File: src/rtl/rtc_bus_pkg.sv
// Shared definitions for the RTC bus engine and the sequencers that drive it.
// Holds the bus-cycle state encoding, default phase timing and RTC register map.
package rtc_bus_pkg;

   typedef enum logic [2:0] {
      ST_IDLE     = 3'd0,
      ST_ADDR     = 3'd1,
      ST_ADDR_GAP = 3'd2,
      ST_DATA     = 3'd3,
      ST_REC      = 3'd4
   } bus_state_t;

   localparam int unsigned T_PULSE_DEF = 7;
   localparam int unsigned T_GAP_DEF   = 7;

   // RTC register map and command codes
   localparam logic [7:0] RTC_STATUS0   = 8'h00;
   localparam logic [7:0] RTC_STATUS1   = 8'h01;
   localparam logic [7:0] RTC_STATUS2   = 8'h02;
   localparam logic [7:0] RTC_DIG_TRIM  = 8'h03;
   localparam logic [7:0] RTC_SEC       = 8'h10;
   localparam logic [7:0] RTC_MIN       = 8'h11;
   localparam logic [7:0] RTC_HOUR      = 8'h12;
   localparam logic [7:0] RTC_WEEKDAY   = 8'h13;
   localparam logic [7:0] RTC_DAY       = 8'h14;
   localparam logic [7:0] RTC_MONTH     = 8'h15;
   localparam logic [7:0] RTC_YEAR      = 8'h16;
   localparam logic [7:0] RTC_TIMER_CTL = 8'h20;
   localparam logic [7:0] RTC_TIMER_CNT = 8'h21;
   localparam logic [7:0] RTC_CMD_F1    = 8'hF1;
   localparam logic [7:0] RTC_CMD_F2    = 8'hF2;

endpackage

File: src/rtl/rtc_phase_timer.sv
// Loadable down-counter timing one bus phase; expired is high in the phase's last cycle.
// Zero latency on expired (decoded from the count register); no backpressure.
module rtc_phase_timer #(
   parameter int unsigned CNT_W = 5
) (
   input  logic             clk,
   input  logic             rst_n,
   input  logic             load,
   input  logic [CNT_W-1:0] load_val,
   output logic             expired
);

   logic [CNT_W-1:0] count;

   always_ff @(posedge clk or negedge rst_n) begin
      if (!rst_n) begin
         count <= '0;
      end else if (load) begin
         count <= load_val;
      end else if (count != '0) begin
         count <= count - 1'b1;
      end
   end

   assign expired = (count == CNT_W'(1));

endmodule

File: src/rtl/rtc_bus_master.sv
// Two-phase (address then data) RTC bus cycle engine with registered strobes.
// One transaction at a time: req_i is acked on entry to ADDR, done_o 2*(T_PULSE+T_GAP) cycles later.
module rtc_bus_master
   import rtc_bus_pkg::*;
#(
   parameter int unsigned T_PULSE = T_PULSE_DEF,
   parameter int unsigned T_GAP   = T_GAP_DEF,
   parameter int unsigned CNT_W   = 5
) (
   input  logic       clk_i,
   input  logic       reset,
   input  logic       req_i,
   input  logic       rnw_i,
   input  logic [7:0] addr_i,
   input  logic [7:0] wdata_i,
   output logic       ack_o,
   output logic       busy_o,
   output logic       done_o,
   output logic [7:0] rdata_o,
   output logic [7:0] bus_data_o,
   output logic       bus_oe_o,
   input  logic [7:0] bus_data_i,
   output logic       ad_o,
   output logic       cs_o,
   output logic       rd_o,
   output logic       wr_o
);

   bus_state_t       state, state_n;
   logic [7:0]       addr_q, wdata_q, addr_nx, wdata_nx;
   logic             rnw_q, rnw_nx;
   logic             expired, accept, finish, load;
   logic [CNT_W-1:0] load_val;
   logic             cs_n, rd_n, wr_n, ad_n, oe_n, busy_n;
   logic [7:0]       bdat_n;

   always_comb begin
      state_n = state;
      accept  = 1'b0;
      finish  = 1'b0;
      case (state)
         ST_IDLE:     accept = req_i;
         ST_ADDR:     if (expired) state_n = ST_ADDR_GAP;
         ST_ADDR_GAP: if (expired) state_n = ST_DATA;
         ST_DATA:     if (expired) state_n = ST_REC;
         ST_REC: begin
            if (expired) begin
               finish  = 1'b1;
               accept  = req_i;
               state_n = ST_IDLE;
            end
         end
         default:     state_n = ST_IDLE;
      endcase
      // A request in the final recovery cycle chains straight into the next address phase
      if (accept) state_n = ST_ADDR;
   end

   always_comb begin
      load     = (state_n != state);
      load_val = '0;
      case (state_n)
         ST_ADDR, ST_DATA:    load_val = CNT_W'(T_PULSE);
         ST_ADDR_GAP, ST_REC: load_val = CNT_W'(T_GAP);
         default:             load_val = '0;
      endcase
   end

   rtc_phase_timer #(
      .CNT_W   (CNT_W)
   ) u_timer (
      .clk     (clk_i),
      .rst_n   (reset),
      .load    (load),
      .load_val(load_val),
      .expired (expired)
   );

   // Outputs are decoded from the next state so they register in step with it
   always_comb begin
      addr_nx  = accept ? addr_i  : addr_q;
      wdata_nx = accept ? wdata_i : wdata_q;
      rnw_nx   = accept ? rnw_i   : rnw_q;
      cs_n     = 1'b1;
      rd_n     = 1'b1;
      wr_n     = 1'b1;
      ad_n     = 1'b0;
      oe_n     = 1'b0;
      bdat_n   = 8'h00;
      busy_n   = 1'b1;
      case (state_n)
         ST_IDLE: busy_n = 1'b0;
         ST_ADDR: begin
            cs_n   = 1'b0;
            wr_n   = 1'b0;
            oe_n   = 1'b1;
            bdat_n = addr_nx;
         end
         ST_ADDR_GAP: begin
            oe_n   = 1'b1;
            bdat_n = addr_nx;
         end
         ST_DATA: begin
            cs_n = 1'b0;
            ad_n = 1'b1;
            if (rnw_nx) begin
               rd_n = 1'b0;
            end else begin
               wr_n   = 1'b0;
               oe_n   = 1'b1;
               bdat_n = wdata_nx;
            end
         end
         ST_REC:  ad_n = 1'b1;
         default: busy_n = 1'b0;
      endcase
   end

   always_ff @(posedge clk_i or negedge reset) begin
      if (!reset) begin
         state      <= ST_IDLE;
         addr_q     <= 8'h00;
         wdata_q    <= 8'h00;
         rnw_q      <= 1'b0;
         rdata_o    <= 8'h00;
         ack_o      <= 1'b0;
         done_o     <= 1'b0;
         busy_o     <= 1'b0;
         cs_o       <= 1'b1;
         rd_o       <= 1'b1;
         wr_o       <= 1'b1;
         ad_o       <= 1'b0;
         bus_oe_o   <= 1'b0;
         bus_data_o <= 8'h00;
      end else begin
         state      <= state_n;
         addr_q     <= addr_nx;
         wdata_q    <= wdata_nx;
         rnw_q      <= rnw_nx;
         ack_o      <= accept;
         done_o     <= finish;
         busy_o     <= busy_n;
         cs_o       <= cs_n;
         rd_o       <= rd_n;
         wr_o       <= wr_n;
         ad_o       <= ad_n;
         bus_oe_o   <= oe_n;
         bus_data_o <= bdat_n;
         if (state == ST_DATA && expired && rnw_q) rdata_o <= bus_data_i;
      end
   end

endmodule
File: config.mk
export PLATFORM = sky130hd
export DESIGN_NAME = rtc_bus_master
export DESIGN_NICKNAME = d
export VERILOG_FILES = /design/src/rtl/rtc_bus_pkg.sv /design/src/rtl/rtc_phase_timer.sv /design/src/rtl/rtc_bus_master.sv
export SDC_FILE = /design/constraint.sdc
export NUM_CORES = 1
export LEC_CHECK = 0
export CAP_MARGIN = 20
export CORE_MARGIN = 5
export CORE_UTILIZATION = 47
export CTS_BUF_LIST = sky130_fd_sc_hd__clkbuf_8
export DETAILED_ROUTE_END_ITERATION = 8
export GPL_ROUTABILITY_DRIVEN = 0
export MAX_ROUTING_LAYER = met4
export PLACE_DENSITY = 0.75
export SETUP_SLACK_MARGIN = 0.1
export SYNTH_ARGS = -nofsm -noshare
export SYNTH_HDL_FRONTEND = slang
export SYNTH_SLANG_ARGS = --single-unit
File: constraint.sdc
create_clock -name clk_i -period 2.1 [get_ports clk_i]
set_clock_uncertainty 0.15 [all_clocks]
set_input_delay 0.42 -clock clk_i [delete_from_list [all_inputs] [get_ports clk_i]]
set_output_delay 0.42 -clock clk_i [all_outputs]
set_load 0.01 [all_outputs]
# --- Yosys cells after proc, flatten, opt, wreduce, memory -nomap -nowiden ---
# Index checks and enable logic that the tools add are counted.
word_totals:
  wordCells: 61
  register_bits: 49
  out_inout_bits: 24
classes:
  mux: 26
  n_addsub: 1
  n_eq_ne: 10
  n_reduce_logical: 9
ops:
  columns: ["operator", "n"]
  rows:
  - ["$mux W8", 3]
  - ["$mux W3", 6]
  - ["$pmux W8 S2", 1]
  - ["$pmux W3 S5", 1]
  - ["$eq A3 B2 Y1 const B", 4]
  - ["$mux W1", 10]
  - ["$mux W5", 2]
  - ["$eq A3 B1 Y1 const B", 2]
  - ["$eq A3 B3 Y1 const B", 2]
  - ["$pmux W1 S2", 3]
  - ["$reduce_or A2 Y1", 3]
  - ["$eq A5 B1 Y1 const B", 1]
  - ["$reduce_bool A5 Y1", 1]
  - ["$sub A5 B1 Y5 const B", 1]
  - ["$reduce_or A4 Y1", 1]
  - ["$logic_not A3 Y1", 1]
  - ["$ne A3 B3 Y1", 1]
  - ["$logic_and A1 B1 Y1", 2]
  - ["$reduce_bool A2 Y1", 1]

# --- Depth between registers and ports, before layout ---
# Gate-level depths: netlist of run 1.
logic_depth:
  ltp_word: 8
  mapped_depth: 9

# --- Cells and area by module ---
# Synthesis of run 1 repeated with hierarchy kept, for this count alone.
unflattened:
  cells_unflattened: 150
  hier_area_um2: 2103.3
modules_own_cells:
  columns: ["module", "area_each_um2", "cells_per_inst", "n_inst"]
  rows:
  - ["rtc_bus_master", 1800.5, 121, 1]
  - ["rtc_phase_timer", 302.8, 29, 1]

# --- Worst setup path after synthesis of run 1 ---
# OpenSTA, ideal clock, no wires.
synth_path:
  path_type: "register to register"
  start: "reg u_timer.count[1]"
  end: "reg bus_data_o[1]"
  path_buffers: 3
  slack_ns: -0.197
  stages_incl_launch_ff: 10
  t_arrival_ns: 1.983
  setup_ns: 0.164
  required_ns: 1.786
  synth_period_minus_slack_ns: 2.297
  path_cell_list: "dfrtp_1 > inv_1 > ha_1 > or4b_1 > buf_2 > a211oi_2 > buf_6 > buf_12 > mux2i_1 > o22ai_1"
synth_via:
  elab_chain_cells: 7
synth_rtl:
  columns: ["item", "line_no", "text"]
  rows:
  - ["from (decl)", "rtc_phase_timer.sv:13", "logic [CNT_W-1:0] count;"]
  - ["from (signal assigned)", "rtc_phase_timer.sv:19", "count <= load_val;"]
  - ["from (signal assigned)", "rtc_phase_timer.sv:21", "count <= count - 1'b1;"]
  - ["$eq A5 B1 Y1 (*)", "rtc_phase_timer.sv:25", "assign expired = (count == CNT_W'(1));"]
  - ["$mux W1 (*)", "rtc_bus_master.sv:47", "if (expired) begin"]
  - ["$pmux W1 S2 (*)", "rtc_bus_master.sv:41", "case (state)"]
  - ["named net accept", "rtc_bus_master.sv:32", "logic expired, accept, finish, load;"]
  - ["$mux W3", "rtc_bus_master.sv:56", "if (accept) state_n = ST_ADDR;"]
  - ["$eq A3 B2 Y1 / $eq A3 B1 Y1 (equally long branches)", "rtc_bus_master.sv:91", "case (state_n)"]
  - ["$reduce_or A2 Y1 (no line)", null, null]
  - ["$pmux W8 S2 (*)", "rtc_bus_master.sv:91", null]
  - ["named net bdat_n[1]", "rtc_bus_master.sv:35", "logic [7:0] bdat_n;"]
  - ["to (signal assigned)", "rtc_bus_master.sv:148", "bus_data_o <= bdat_n;"]
  - ["to (decl)", "rtc_bus_master.sv:20", "output logic [7:0] bus_data_o,"]
# Mark *: on every way through the listed nets, which the timed path passes. The rest lies on a longest branch.
# A chain may end at the register's enable or synchronous reset.

# --- Worst setup path after layout of run 1 ---
layout_path:
  start: "reg u_timer.count[1]"
  end: "reg bus_data_o[0]"
layout_via:
  elab_chain_cells: 7
layout_rtl:
  columns: ["item", "line_no"]
  rows:
  - ["$eq A5 B1 Y1 (*)", "rtc_phase_timer.sv:25"]
  - ["$mux W3, or another cell as far along", "rtc_bus_master.sv:47"]
  - ["$pmux W3 S5 / $pmux W1 S2 (equally long branches)", "rtc_bus_master.sv:41"]
  - ["$mux W3", "rtc_bus_master.sv:56"]
  - ["$eq A3 B2 Y1 / $eq A3 B1 Y1 (equally long branches)", "rtc_bus_master.sv:91"]
  - ["$reduce_or A2 Y1 (no line)", null]
  - ["$pmux W8 S2 (*)", "rtc_bus_master.sv:91"]
  - ["named net bdat_n[0]", "rtc_bus_master.sv:35"]
# Marks and branches as above.

==> flow_summary_export.csv, run 1 <==
group,metric,value,unit
pwr,power_density,1160,nW/µm²
route,avgViaCountPerCell,5.23,
route,wirelength,4990,µm
timing,drv_slew,0,
layout,drive_gt1_share,31.5,%
layout,area_growth,50.2,%
logic_synthesis,netlist_top_cells_area,"dfrtp_1 (51%), mux2_2 (9.5%), mux2i_1 (7.5%)",
logic_synthesis,synth_seq_cells,49,
pwr,swShare,31.8,%
timing,setup_viol,34,
logic_synthesis,synthDominantCellAreaShare,50.9,%
pwr,ir_drop,0.734,mV
pwr,clock_power_share,17.3,%
place,port_buffers,51,
pwr,p_sw,1250,µW
timing,hold_violations,0,
route,wl_per_cell,15.5,µm
floorplan,die_w,79.3,µm
timing,tightest_slew,0.478,ns
timing,fin_setup_tns,-4.42,ns
clocking,cts_sinks,49,
logic_synthesis,synth_cells,189,
logic_synthesis,ys_seq_area_share,54.4,%
outcome,violations,"negative setup slack",
logic_synthesis,ys_types,37,
logic_synthesis,async_reset_ff_share,100,%
grt,grt_pass1_wl,7820,µm
grt,grt_util_all_layers,16.2,%
setup_path,start_kind,"register",
grt,antenna_found_initial,0,
floorplan,start_util,48.2,%
logic_synthesis,synth-edff-count,0,
route,first_iter_violations,56,
timing,rsz0062_at_grt,"yes",
timing,post-route-period-util,108,%
layout,nFillCells,348,
layout,final_cell_mix,"clkdlybuf4s50_1 (50), dfrtp_1 (46), buf_4 (21)",
timing,clock.fmax,440,MHz
layout,seqCellArea,1230,µm²
grt,gr-total-overflow,0,
route,vias,1679,
clocking,root_buffer,"clkbuf_8",
place,place_ws,-0.145,ns
route,drc,0,
layout,multi_input_area,1120,µm²
layout,final_common_cell,"clkdlybuf4s50_1",
pwr,p_comb_share,49.2,%
setup_path,arrival,2.30,ns
clocking,cts_max_path_buffers,2,
timing,fin_ws,-0.173,ns
clocking,cts_tree,"done",
route,drt_first_pass_iters,4,
layout,fin_nets,297,
clocking,clkSlewWorstSetupHoldPaths,0.08,ns
min_path,hp-class,"reg -> reg",
clocking,cts_buffers,5,
place,dp.final_hpwl,3110,µm
grt,grt_pass1_vias,1644,
logic_synthesis,yosys.area.top_type,"dfrtp_1",
floorplan,std_cell_rows,25,
outcome,outcome,"finished with violations",
layout,antenna_cells,0,
logic_synthesis,netlist_area,2260,µm²
clocking,htreeDepth,2,
logic_synthesis,yosys_warnings,0,
pwr,total_power,3920,µW
logic_synthesis,ys.flop_type,"dfrtp_1",
floorplan,dieArea,6290,µm²
setup_path,critPathMaxFanout,7,
timing,max_slew_margin,68.1,%
logic_synthesis,syn-num-nets,220,
logic_synthesis,syn_avg_cell_area,12.0,µm²
floorplan,core,4690,µm²
pwr,leakagePower,0.00143,µW
route,ant_nets,0,
setup_path,crit_path_end_kind,"register",
floorplan,die-height,79.3,µm
clocking,clk_latency,0.29,ns
setup_path,crit_type,"reg -> reg",
pwr,p_seq_share,33.4,%
setup_path,cp.required,2.13,ns
layout,fin_util,72.3,%
grt,grt_max_degree,50,
run,drv_cap,0,
timing,finalCriticalPeriod,2.27,ns
pwr,intPower,2670,µW
floorplan,io_pins,52,
==> routing by layer <==
metal | wire [µm] | GRT usage, %
met1 | 2140 | 20.2
met2 | 2580 | 27.2
met3 | 191 | 3.29
met4 | 70 | 4.12
met5 | 0 | -
==> power groups by stage <==
stage               combinational [µW]  clock [µW]  sequential [µW]
floorplan                          885           0             1380
global placement                  1540           0             1310
detailed placement                1570           0             1320
CTS                               1640         695             1300
global route                      2090         740             1340
finish                            1930         679             1310
==> flip-flops by register name, summed over array words and instances, names as in the netlist, 3 cells and up <==
name,flops
u_timer.count,5
wdata_q,8
addr_q,8
state,3
rdata_o,8
bus_data_o,8
==> cells in the mapped netlist, drive strengths merged, types with 2 or more instances <==
cell type,instances
inv,13
nor3,2
dfrtp,46
o21ai,7
nor2b,18
nand2,5
ha,3
mux2i,17
mux2,19
a21oi,6
nor4b,3
dfstp,3
o22ai,8
or2,2
xnor2,3
buf,6
clkbuf,5
nor2,8
==> logic make-up after synthesis <==
logic type                 count (synthesis)  synth area share [%]
AOI/OAI and AO/OA                         29                  8.31
adders and majority gates                  3                  1.66
muxes                                     36                  17.0
buffers and inverters                     24                  5.87
DFF                                       49                  54.4
and+or+nand+nor                           44                  11.2
xor gates and xnor gates                   4                  1.55
==> worst max-delay path, stage by stage (launching register included) <==
cell and delay [ns]:
dfrtp_1 0.41, inv_2 0.09, ha_4 0.12, or4b_4 0.47, a211oi_4 0.25, buf_6 0.16
buf_12 0.16, mux2i_4 0.25, o22ai_1 0.09
==> worst paths after layout <==
path | from | to | slack [ns] | cells after the start
max in group asynchronous | reset | rd_o$_DFF_PN1_ | 1.03 | 3
max reg2reg | u_timer.count[1]$_DFFE_PN0P_ | bus_data_o[0]$_DFF_PN0_ | -0.17 | 8
min | addr_q[3]$_DFF_PN0_ | addr_q[3]$_DFF_PN0_ | 0.35 | 2
min in group asynchronous | reset | u_timer.count[3]$_DFFE_PN0P_ | 0.48 | 3
max | u_timer.count[1]$_DFFE_PN0P_ | bus_data_o[0]$_DFF_PN0_ | -0.17 | 8
min reg2reg | addr_q[3]$_DFF_PN0_ | addr_q[3]$_DFF_PN0_ | 0.35 | 2
==> stage by stage <==
step / cell area (µm²) / hold slack (ns) / instances
4_1_cts: 3150 / 0.343 / 315
5_1_grt: 3390 / 0.376 / 321
3_3_place_gp: 2990 / 0.274 / 305
2_1_floorplan: 2310 / -0.0256 / 189
3_5_place_dp: 2990 / 0.276 / 305
6_report: 3390 / 0.354 / 321
==> final cells by class <==
class                           count  area share (%)
Clock buffer                        6            2.43
Multi-Input combinational cell    116            33.1
Sequential cell                    49            36.2
Tap cell                           54            1.99
Clock inverter                      2           0.996
Inverter                           13            1.44
Timing Repair Buffer               81            23.8
==> what timing repair did <==
item | in CTS | in global routing
buffers inserted | 1 | 4
gates cloned | 0 | 2
hold buffers | 1 | 0
gates resized for setup | 4 | 34
endpoints found under the hold margin | 46 | 0
pin swaps | 0 | 5
endpoints found under the setup margin | 35 | 36
Note: power is estimated with default switching activity, not from simulation.
==> run 2, diff against run 1 <==
--- a/config.mk
+++ b/config.mk
@@ -11,6 +11,7 @@
 export CTS_BUF_LIST = sky130_fd_sc_hd__clkbuf_8
 export DETAILED_ROUTE_END_ITERATION = 8
 export GPL_ROUTABILITY_DRIVEN = 0
+export GPL_TIMING_DRIVEN = 0
 export MAX_ROUTING_LAYER = met4
 export PLACE_DENSITY = 0.75
 export SETUP_SLACK_MARGIN = 0.1
==> run 2 against run 1 <==
Compared with the run above: the flow still finishes with violations (negative setup slack); worst setup slack got worse by 0.081 ns; non-clock buffer count increased by 3; flip-flop and latch count unchanged; clock power increased by 3.5%; global-route usage increased by 1.9 points; die area unchanged; hold slack got worse by 0.0075 ns.
==> flow_summary_export.csv, run 2 (synthesis results as in run 1) <==
group,metric,value,unit
setup_path,cp_cell_sequence,"inv_2 -> ha_4 -> or4b_4 -> buf_6 -> a211oi_2 -> buf_6 -> buf_12 -> mux2i_4 -> o22ai_1",
place,dp.final_hpwl,3220,µm
place,port_buffers,51,
route,drc,0,
floorplan,io_pins,52,
setup_path,cp.required,2.12,ns
setup_path,crit_path_end_kind,"register",
timing,finalCriticalPeriod,2.35,ns
clocking,cts_buffers,5,
place,placed_cells,296,
pwr,leakagePower,0.00147,µW
timing,drv_slew,0,
pwr,total_power,4010,µW
grt,grt_util_all_layers,18.2,%
grt,grt_max_degree,31,
setup_path,arrival,2.37,ns
layout,drive_gt1_share,31.9,%
clocking,cts_max_path_buffers,2,
timing,hold_violations,0,
route,avgViaCountPerCell,5.28,
route,ant_nets,0,
clocking,cts_sinks,49,
grt,gr-total-overflow,0,
run,drv_cap,0,
timing,rsz0062_at_grt,"yes",
route,dr.max_layer_used,"met4",
layout,final_cell_mix,"clkdlybuf4s50_1 (50), dfrtp_1 (45), mux2_4 (19)",
layout,final_common_cell,"clkdlybuf4s50_1",
clocking,root_buffer,"clkbuf_8",
setup_path,crit_family,"buffers and inverters",
setup_path,crit_type,"reg -> reg",
floorplan,die_w,79.3,µm
route,vias,1712,
floorplan,dieArea,6290,µm²
floorplan,std_cell_rows,25,
pwr,intPower,2690,µW
timing,max_slew_margin,60.2,%
route,dr_wl_met3,240,µm
setup_path,start_kind,"register",
min_path,hp-class,"reg -> reg",
floorplan,die-height,79.3,µm
pwr,power_density,1160,nW/µm²
timing,post-route-period-util,112,%
timing,hold_ws,0.347,ns
route,wl_met1,2230,µm
setup_path,crit_top_cell,"buf_6",
route,first_iter_violations,46,
timing,tightest_slew,0.596,ns
floorplan,start_util,48.2,%
setup_path,critPathMaxFanout,5,
pwr,p_seq_share,34.2,%
route,met2_length,2760,µm
outcome,outcome,"finished with violations",
layout,fin_nets,300,
route,drt_first_pass_iters,4,
timing,setup_viol,35,
setup_path,slowest_delay,0.45,ns
route,wl_per_cell,16.4,µm
pwr,p_comb_share,48.3,%
grt,grt_pass1_vias,1825,
pwr,p_sw,1320,µW
timing,fin_ws,-0.254,ns
timing,clock.fmax,425,MHz
pwr,ir_drop,0.878,mV
grt,antenna_found_initial,0,
pwr,clock_power_share,17.5,%
clocking,clkSlewWorstSetupHoldPaths,0.09,ns
setup_path,worst_path_max_delay_cell,"or4b_4",
layout,antenna_cells,0,
clocking,cts_tree,"done",
route,wirelength,5320,µm
grt,grt_pass1_wl,8630,µm
clocking,htreeDepth,2,
layout,area_growth,53.2,%
floorplan,core,4690,µm²
clocking,clk_latency,0.30,ns
pwr,swShare,33.0,%
outcome,violations,"negative setup slack",
layout,final_cell_count_no_fill,324,
setup_path,path_buf_inv,4,
==> run 2: changes by cell type in the layout (fill, tap and decap cells not counted), moves of 2 or more <==
| cell | change |
|---|---|
| buf_12 | +3 |
| inv_1 | -2 |
| clkbuf_1 | +4 |
| buf_6 | +3 |
| mux2_4 | +8 |
| clkbuf_16 | -2 |
| mux2_2 | -8 |
| buf_4 | -8 |
==> run 2: layer usage <==
layer | up-vias | global-route usage (%)
met3 | 12 | 3.17
met2 | 54 | 30.3
met5 | - | -
met1 | 829 | 22.0
li1 | 817 | -
met4 | 0 | 7.04
==> run 2: timing repair <==
action,CTS,global route
setup endpoints to repair,40,45
setup buffers,9,12
pin swaps,4,2
gates cloned,1,0
hold endpoints to repair,19,0
hold buffers,1,0
gates resized for setup,28,31
==> run 2: worst register-to-register path, cell delays in order, from the launching register on <==
cell and delay [ns]:
dfrtp_1 0.41, inv_2 0.08, ha_4 0.12, or4b_4 0.45, buf_6 0.13, a211oi_2 0.19, buf_6 0.19, buf_12 0.16
mux2i_4 0.25, o22ai_1 0.10
==> run 2: power groups by stage <==
stage | combinational (µW) | sequential [µW] | clock [µW]
final | 1940 | 1370 | 703
after global routing | 2090 | 1400 | 760
after CTS | 1700 | 1340 | 725
after detailed placement | 1410 | 1350 | 0
after global placement | 1360 | 1340 | 0
after floorplan | 885 | 1380 | 0
==> run 2: worst paths after layout <==
kind	end	cells past startpoint	startpoint	slack [ns]
max	bus_data_o[2]$_DFF_PN0_	9	u_timer.count[1]$_DFFE_PN0P_	-0.25
min	addr_q[3]$_DFF_PN0_	2	addr_q[3]$_DFF_PN0_	0.35
max reg2reg	bus_data_o[2]$_DFF_PN0_	9	u_timer.count[1]$_DFFE_PN0P_	-0.25
min reg2reg	addr_q[3]$_DFF_PN0_	2	addr_q[3]$_DFF_PN0_	0.35
max in group asynchronous	wr_o$_DFF_PN1_	3	reset	0.76
min in group asynchronous	wdata_q[0]$_DFF_PN0_	2	reset	0.45
==> run 2: layout make-up <==
class / count / area (µm²)
flip-flops and latches: 49 / 1230
plain buffers: 11 / 97.6
inverters: 13 / 48.8
multi-input cells: 116 / 1170
clock inverters: 2 / 37.5
clock buffers: 6 / 82.6
fillers: 318 / 1230
repair buffers: 73 / 723
well taps: 54 / 67.6
==> run 2: through the flow <==
step | util, % | worst slack, ns | instance area (µm²) | setup TNS [ns]
2_1_floorplan | - | -0.148 | 2310 | -2.16
3_3_place_gp | 61.5 | -0.912 | 2890 | -52.50
3_5_place_dp | 62.0 | -0.453 | 2910 | -7.49
4_1_cts | 69.6 | -0.243 | 3270 | -5.94
5_1_grt | 73.8 | -0.341 | 3460 | -9.79
6_report | 73.8 | -0.254 | 3460 | -6.32
==> run 3, diff against run 2 <==
--- a/config.mk
+++ b/config.mk
@@ -13,7 +13,7 @@
 export GPL_ROUTABILITY_DRIVEN = 0
 export GPL_TIMING_DRIVEN = 0
 export MAX_ROUTING_LAYER = met4
-export PLACE_DENSITY = 0.75
+export PLACE_DENSITY = 0.76
 export SETUP_SLACK_MARGIN = 0.1
 export SYNTH_ARGS = -nofsm -noshare
 export SYNTH_HDL_FRONTEND = slang
==> run 3 against run 2 <==
Compared with the run above: wire length is 11% lower; clock-buffer cell count is 1 lower; largest cell class unchanged; non-clock buffer count is 12 lower; global-route usage is 1.7 points lower; critical path depth stayed put; maximum frequency is 1.5% higher; final area is 6.7% lower; the run still ends with negative setup slack left; via count is 5.0% lower; sequential power hardly changed.
==> flow_summary_export.csv, run 3 (synthesis results as in run 1) <==
group,metric,value,unit
timing,tightest_slew,0.508,ns
pwr,ir_drop,0.610,mV
clocking,cts_sinks,49,
pwr,power_density,1110,nW/µm²
pwr,p_sw,1210,µW
layout,seqCellArea,1230,µm²
floorplan,std_cell_rows,25,
timing,max_slew_margin,66.1,%
place,port_buffers,51,
setup_path,crit_path_end_kind,"register",
pwr,intPower,2370,µW
layout,fin_nets,288,
timing,fin_ws,-0.219,ns
clocking,clk_latency,0.30,ns
grt,gr-total-overflow,0,
setup_path,crit_family,"buffers and inverters",
timing,setup_viol,30,
layout,final_cell_mix,"clkdlybuf4s50_1 (50), dfrtp_1 (45), nor2b_1 (18)",
route,drt_first_pass_iters,4,
clocking,clkSlewWorstSetupHoldPaths,0.09,ns
clocking,cts_buffers,5,
timing,post-route-period-util,110,%
grt,grt_util_all_layers,16.4,%
layout,area_growth,42.9,%
timing,drv_slew,0,
timing,fin_setup_tns,-4.61,ns
route,drc,0,
setup_path,critPathMaxFanout,5,
layout,nFillCells,353,
layout,final_common_cell,"clkdlybuf4s50_1",
route,avgViaCountPerCell,5.21,
layout,antenna_cells,0,
pwr,swShare,33.8,%
clocking,cts_tree,"done",
run,drv_cap,0,
route,first_iter_violations,38,
timing,finalCriticalPeriod,2.32,ns
layout,fin_util,68.8,%
floorplan,dieArea,6290,µm²
pwr,clock_power_share,14.8,%
place,dp.final_hpwl,3140,µm
outcome,outcome,"finished with violations",
setup_path,cp_cell_sequence,"inv_2 -> ha_4 -> or4b_4 -> buf_6 -> a211oi_2 -> buf_6 -> buf_12 -> mux2i_2 -> o22ai_1",
pwr,leakagePower,0.00135,µW
setup_path,r2r_slack,-0.22,ns
setup_path,cp.required,2.11,ns
setup_path,endpoint,"bus_data_o[7]$_DFF_PN0_",
timing,hold_violations,0,
setup_path,path_buf_inv,4,
grt,grt_pass1_wl,7730,µm
outcome,violations,"negative setup slack",
setup_path,rr_endpoint,"bus_data_o[7]$_DFF_PN0_",
pwr,p_seq_share,38.3,%
setup_path,crit_type,"reg -> reg",
timing,rsz0062_at_grt,"yes",
floorplan,io_pins,52,
setup_path,arrival,2.33,ns
setup_path,slowest_delay,0.45,ns
setup_path,path_depth,9,
layout,multi_input_area,1090,µm²
grt,grt_max_degree,31,
floorplan,die_w,79.3,µm
setup_path,rr_worst_depth,9,
floorplan,die-height,79.3,µm
clocking,root_buffer,"clkbuf_8",
floorplan,start_util,48.2,%
timing,hold_ws,0.347,ns
grt,antenna_found_initial,0,
layout,drive_gt1_share,26.4,%
setup_path,timing.rr.start,"u_timer.count[1]$_DFFE_PN0P_",
min_path,hp-class,"reg -> reg",
route,wl_per_cell,15.1,µm
setup_path,crit_top_cell,"buf_6",
setup_path,crit_start,"u_timer.count[1]$_DFFE_PN0P_",
clocking,htreeDepth,2,
route,wirelength,4710,µm
grt,grt_pass1_vias,1661,
timing,clock.fmax,431,MHz
route,ant_nets,0,
floorplan,core,4690,µm²
setup_path,start_kind,"register",
setup_path,worst_path_max_delay_cell,"or4b_4",
clocking,cts_max_path_buffers,2,
pwr,p_comb_share,47.0,%
route,vias,1627,
run 3: cell count changes in the layout (fill, tap and decap cells not counted), sizes merged:
| cell | previous run | this run |
|---|---|---|
| buf | 28 | 18 |
| bufinv | 1 | 0 |
| clkbuf | 11 | 8 |
| inv | 13 | 15 |
run 3: how the worst min path moves through the flow:
stage | from | end | slack, ns | depth (start not counted)
detailed placement | reset | bus_data_o[0]$_DFF_PN0_ | 0.25 | 1
CTS | addr_q[2]$_DFF_PN0_ | addr_q[2]$_DFF_PN0_ | 0.34 | 2
finish | addr_q[3]$_DFF_PN0_ | addr_q[3]$_DFF_PN0_ | 0.35 | 2
global placement | addr_q[1]$_DFF_PN0_ | addr_q[1]$_DFF_PN0_ | 0.31 | 2
global route | wdata_q[2]$_DFF_PN0_ | wdata_q[2]$_DFF_PN0_ | 0.36 | 1
floorplan | reset | ack_o$_DFF_PN0_ | -0.03 | 0
run 3: per-layer routing:
| layer | GRT usage, % | share of wire (%) | vias up |
|---|---|---|---|
| met1 | 19.1 | 44 | 799 |
| met3 | 4.08 | 3.8 | 10 |
| li1 | - | - | 783 |
| met5 | - | 0 | - |
| met4 | 6.01 | 1.7 | 0 |
| met2 | 27.5 | 51 | 35 |
run 3: metrics by stage:
stage          instance area, µm²  total power [µW]  setup WS (ns)  std cells
2_1_floorplan                2310              2260         -0.148        189
3_3_place_gp                 2890              2690         -0.931        294
3_5_place_dp                 2910              2760         -0.310        296
4_1_cts                      3190              3540         -0.217        313
5_1_grt                      3230              3800         -0.301        312
6_report                     3230              3580         -0.219        312
run 3: area by class of cell:
cell class,instances,share of cell area [%]
tap,54,2.09
sequential,49,38.1
clock inverter,3,0.465
multi-input combinational,116,33.7
inverter,13,1.51
timing repair buffer,63,19.3
buffer,9,2.63
clock buffer,5,2.13
run 3: power groups by stage:
| stage | sequential (µW) | combinational, µW | clock, µW |
|---|---|---|---|
| final | 1370 | 1680 | 530 |
| after detailed placement | 1350 | 1410 | 0 |
| after CTS | 1340 | 1660 | 541 |
| after global routing | 1400 | 1820 | 577 |
| after global placement | 1340 | 1360 | 0 |
| after floorplan | 1380 | 885 | 0 |
run 3: tightest hold or removal path: cells and delay by family (launching register included):
family | cells | cell delay (ns)
buf+inv | 1 | 0.05
flops | 1 | 0.34
mux | 1 | 0.07
run 3: what timing repair did:
item,in CTS,in global routing
hold buffers,1,0
pin swaps,3,3
buffers inserted,8,2
endpoints found under the hold margin,19,0
setup endpoints to repair,39,44
gates resized for setup,24,10
gates cloned,0,0
